`config.mk`:
```
export PLATFORM = sky130hd
export DESIGN_NAME = pc_unit
export DESIGN_NICKNAME = d
export VERILOG_FILES = /design/src/rtl/pc_unit.sv
export SDC_FILE = /design/constraint.sdc
export NUM_CORES = 1
export LEC_CHECK = 0
export CORE_MARGIN = 1.5
export CORE_UTILIZATION = 40
export DETAILED_ROUTE_END_ITERATION = 16
export GPL_ROUTABILITY_DRIVEN = 0
export HOLD_SLACK_MARGIN = 0.06
export PLACE_DENSITY = 0.67
export SETUP_SLACK_MARGIN = 0.15
export SKIP_CTS_REPAIR_TIMING = 1
export SYNTH_ARGS = -nofsm -noshare
export SYNTH_HDL_FRONTEND = slang
export SYNTH_SLANG_ARGS = --single-unit
export TNS_END_PERCENT = 1
```
`constraint.sdc`:
```
create_clock -name i_clk -period 3.2 [get_ports i_clk]
set_input_delay 0.48 -clock i_clk [delete_from_list [all_inputs] [get_ports i_clk]]
set_output_delay 0.48 -clock i_clk [all_outputs]
set_load 0.02 [all_outputs]
```
`src/rtl/pc_unit.sv`:
```
// Program counter: picks pc+4, branch/JAL target, JALR target or trap vector and runs the boot/run/trap FSM.
// Latency: next PC is registered one cycle after the decision; o_pc_plus4 is combinational.
// Backpressure: i_stall freezes the PC and suppresses traps. Optional taken counter under PC_BRANCH_COUNT_EN.
`ifndef DATA_WIDTH
`define DATA_WIDTH 32
`endif

module pc_unit #(
    parameter logic [`DATA_WIDTH-1:0] RESET_VECTOR = 32'h0000_0000,
    parameter logic [`DATA_WIDTH-1:0] TRAP_VECTOR  = 32'h0000_0100,
    parameter int                     IALIGN       = 4
) (
    input  logic                   i_clk,
    input  logic                   i_rst_n,
    input  logic                   i_stall,
    input  logic                   i_take,
    input  logic                   i_jalr,
    input  logic [`DATA_WIDTH-1:0] i_imm,
    input  logic [`DATA_WIDTH-1:0] i_rs1,
    input  logic                   i_trap_ack,
    output logic [`DATA_WIDTH-1:0] o_pc,
    output logic [`DATA_WIDTH-1:0] o_pc_plus4,
    output logic                   o_valid,
    output logic                   o_misaligned,
    output logic [`DATA_WIDTH-1:0] o_bad_addr,
`ifdef PC_BRANCH_COUNT_EN
    output logic [31:0]            o_taken_cnt,
`endif
    output logic [1:0]             o_state
);

    localparam int W = `DATA_WIDTH;
    localparam logic [1:0] S_BOOT = 2'b00;
    localparam logic [1:0] S_RUN  = 2'b01;
    localparam logic [1:0] S_TRAP = 2'b10;
    localparam logic [W-1:0] ALIGN_MASK = W'(IALIGN - 1);
    localparam logic [W-1:0] FOUR       = W'(4);

    logic [1:0]   r_state;
    logic [1:0]   w_state_nxt;
    logic [W-1:0] r_pc;
    logic [W-1:0] r_bad_addr;
    logic         r_misaligned;
    logic [W-1:0] w_target;
    logic         w_advance;
    logic         w_misal;
    logic         w_trap;
    logic         w_commit;

    // JALR clears bit 0 before the alignment check, so with IALIGN=2 it can never trap.
    assign w_target  = i_jalr ? ((i_rs1 + i_imm) & {{(W-1){1'b1}}, 1'b0}) : (r_pc + i_imm);
    assign w_advance = (r_state == S_RUN) && !i_stall;
    assign w_misal   = |(w_target & ALIGN_MASK);
    assign w_trap    = w_advance && i_take && w_misal;
    assign w_commit  = w_advance && i_take && !w_misal;

    always_ff @(posedge i_clk or negedge i_rst_n) begin
        if (!i_rst_n) r_state <= S_BOOT;
        else          r_state <= w_state_nxt;
    end

    always_comb begin
        w_state_nxt = S_BOOT;
        case (r_state)
            S_BOOT:  w_state_nxt = S_RUN;
            S_RUN:   w_state_nxt = w_trap ? S_TRAP : S_RUN;
            S_TRAP:  w_state_nxt = i_trap_ack ? S_RUN : S_TRAP;
            default: w_state_nxt = S_BOOT;
        endcase
    end

    always_comb begin
        o_valid = (r_state == S_RUN);
        o_state = r_state;
    end

    always_ff @(posedge i_clk or negedge i_rst_n) begin
        if (!i_rst_n) begin
            r_pc         <= RESET_VECTOR;
            r_bad_addr   <= '0;
            r_misaligned <= 1'b0;
        end else begin
            r_misaligned <= w_trap;
            if (w_trap) begin
                r_pc       <= TRAP_VECTOR;
                r_bad_addr <= w_target;
            end else if (w_commit) begin
                r_pc <= w_target;
            end else if (w_advance) begin
                r_pc <= r_pc + FOUR;
            end
        end
    end

`ifdef PC_BRANCH_COUNT_EN
    logic [31:0] r_taken_cnt;
    always_ff @(posedge i_clk or negedge i_rst_n) begin
        if (!i_rst_n)                            r_taken_cnt <= '0;
        else if (w_commit && ~&r_taken_cnt)      r_taken_cnt <= r_taken_cnt + 32'd1;
    end
    assign o_taken_cnt = r_taken_cnt;
`endif

    assign o_pc         = r_pc;
    assign o_pc_plus4   = r_pc + FOUR;
    assign o_misaligned = r_misaligned;
    assign o_bad_addr   = r_bad_addr;

endmodule

```
==> results.py <==
metrics = {
    "status": {
        "outcome": "complete, but fails checks",
        "violations": "negative setup slack",
    },
    "global_route": {
        "grtUsageMet1": 0.381,
        "grtUsageMet2": 0.482,
        "top_usage_layer": "met2",
        "gr-usage-all-layers": 0.286,
        "grt_pass1_vias": 7796,
        "grt_max_degree": 39,
        "use_met3": 0.0395,
        "overflow": 0,
        "antenna_found_initial": 1,
        "grt_pass1_wl_um": 41100,
    },
    "sta": {
        "slew_viol_final": 0,
        "timing.hold.ws_ps": 273,
        "finalCritPeriodShare": 1.02,
        "fin_crit_ps": 3260,
        "hold_violations": 0,
        "relSlewSlack": 0.383,
        "finalWorstSetupSlack_ps": -56.5,
        "fmax_mhz": 307,
        "grt_setup_unrepaired": "yes",
        "finalClockSkew_ps": 10.2,
        "tightest_slew_ps": 926,
        "finalSetupViolations": 3,
    },
    "floorplanning": {
        "pin_count": 170,
        "core-area_um2": 17300,
        "die_h_um": 136,
        "floorplan.initialDensity": 0.409,
        "die_area_um2": 18500,
        "row_count": 48,
        "die_w_um": 136,
    },
    "routing": {
        "first_pass_iters": 5,
        "wirelength_um": 27200,
        "vias": 8304,
        "drt_iter0_drc": 761,
        "post_drt_wl_per_cell_um": 18.8,
        "drt.antenna.violating_nets": 0,
        "drc": 0,
        "viasPerCell": 5.75,
    },
    "power_and_ir_drop": {
        "power.net_switching_uw": 3990,
        "p_int_uw": 4710,
        "leakage_uw": 0.00516,
        "p_clk_frac": 0.132,
        "powerDensity_nw_per_um2": 806,
        "swShare": 0.459,
        "power_frac_seq": 0.185,
        "comb_power_share": 0.684,
        "vdd_drop_max_uv": 415,
    },
    "yosys": {
        "synth.most_common_cell": "nand2_1",
        "synth.top_cells.by_area": "dfrtp_1 24%, ha_1 11%, o21ai_0 5.7%, xnor2_1 5.6%, a21oi_1 5.4%",
        "async_flop_share": 1.00,
        "synth_common_cells": "96 x nand2_1, 80 x o21ai_0, 76 x a21oi_1, 67 x dfrtp_1, 62 x ha_1",
        "syn_area_um2": 7080,
        "seq_area_frac_synth": 0.237,
        "synthDistinctLibCells": 79,
        "syn_inst": 893,
        "synth.avg_cell_area_um2": 7.92,
        "synth_edf_count": 0,
        "synth.net_count": 1027,
        "synth-seq-cells": 67,
        "synth_top_area_frac": 0.237,
        "synth_flop_cell": "dfrtp_1",
        "ys_warn_count": 0,
        "yosys.area.top_type": "dfrtp_1",
    },
    "place": {
        "portBuffers": 169,
        "dp_slack_ps": -520,
        "place_inst": 1426,
        "dp_hpwl_um": 21700,
        "place_area_um2": 10200,
    },
    "setup_path": {
        "r2r_setup_slack_ps": 100,
        "crit_path_end_kind": "flop",
        "cp.required_ps": 3460,
        "regToRegStartpoint": "o_pc[2]",
        "worstPathArrival_ps": 3520,
        "reg2reg_to": "o_bad_addr[25]",
        "reg2reg_depth": 13,
        "start_kind": "primary input",
        "path_max_fanout": 4,
        "critPathKind": "in2reg",
    },
    "final_layout": {
        "stdcell_area_um2": 10800,
        "nets": 1348,
        "area_delta_synth_final_pct": 52.6,
        "drive_gt1_frac": 0.215,
        "utilization": 0.624,
        "stdcell_count": 1445,
        "fillCellCount": 1528,
    },
    "clock_tree": {
        "insertion_delay_ps": 340,
        "cts-root-buf": "clkbuf_16",
        "cts_buffer_depth": 2,
        "clock_sinks": 67,
        "cts_buffers": 9,
        "clk_pin_slew_ps": 70,
        "cts_tree": "yes",
        "htree_levels": 3,
    },
    "hold_path": {
        "hold_class": "in2async",
    },
    "flow_run": {
        "maxCapViolations": 0,
    },
}
[worst max-delay path, cell delays in order]
cell             delay (ps)
clkdlybuf4s50_1         430
buf_4                   150
ha_1                    330
a211oi_2                220
buf_4                   160
nor4_1                   60
o31ai_2                 450
o21a_1                  210
o21ai_1                  90
buf_4                   160
a41oi_1                 240
xnor2_1                 150
mux2i_1                 100
buf_4                   160
o21ai_0                 130
[state kept, by name, indices dropped and copies added, names as in the netlist]
| signal | count |
|---|---|
| o_misaligned | 1 |
| o_state | 2 |
| o_pc | 32 |
| o_bad_addr | 32 |
[layout make-up]
class | instances | area [µm²] | share of cell area
clock buffers | 9 | 225 | 0.0209
diodes | 1 | 2.50 | 0.000232
flip-flops and latches | 67 | 1680 | 0.155
repair buffers | 352 | 3100 | 0.287
multi-input cells | 757 | 5310 | 0.491
inverters | 27 | 101 | 0.00938
clock inverters | 7 | 108 | 0.00996
well taps | 225 | 282 | 0.0261
[power by group through the flow]
stage / clock, µW / combinational, µW / sequential [µW]
after floorplan: 0 / 2610 / 2000
after global placement: 0 / 5720 / 1600
after detailed placement: 0 / 5770 / 1600
after CTS: 1140 / 5800 / 1590
after global routing: 1180 / 6340 / 1640
final: 1150 / 5950 / 1610
[cell usage in the layout, fill, tap and decap left out, drive strengths merged, types with 11 or more instances in the layout]
cell type      instances
buf                  184
nand2                 96
a22oi                 12
and3                  16
a21o                  33
inv                   30
nor2                  61
o21ai                 86
nor3                  13
nand4                 18
nand3                 34
xor2                  32
xnor2                 45
dfrtp                 67
clkdlybuf4s50        147
a21oi                 76
ha                    62
dlymetal6s2s          19
a211oi                14
clkbuf                11
[kinds of logic after synthesis]
| group | after synthesis | share of synthesized area |
|---|---|---|
| adder cells (fa/ha/maj) | 64 | 0.115 |
| multiplexers | 10 | 0.0150 |
| XOR/XNOR | 77 | 0.0953 |
| flip-flops | 67 | 0.237 |
| buffers and inverters | 69 | 0.0382 |
| AO/OA/AOI/OAI | 312 | 0.297 |
| AND/OR/NAND/NOR | 294 | 0.202 |
[worst max-delay path by stage]
stage	slack, ps	startpoint	endpoint
final	-60	i_imm[1]	o_bad_addr[25]
after global routing	-150	i_imm[1]	o_pc[25]
after CTS	-190	o_pc[2]	o_pc_plus4[25]
after detailed placement	-520	i_imm[0]	o_pc[30]
after global placement	-430	i_imm[0]	o_pc[30]
after floorplan	160	o_pc[0]	o_pc[30]
[through the flow]
step,TNS [ps],power [µW]
finish,-111,8700
global route,-891,9170
CTS,-1860,8540
detailed placement,-12230,7370
global placement,-10550,7320
floorplan,0,4620
[layer usage]
metal,vias to the layer above,routed length (µm)
li1,3943,-
met1,3930,11700
met2,368,12900
met3,63,1930
met4,0,601
met5,-,0
No activity file was read; power rests on OpenSTA's default activity.
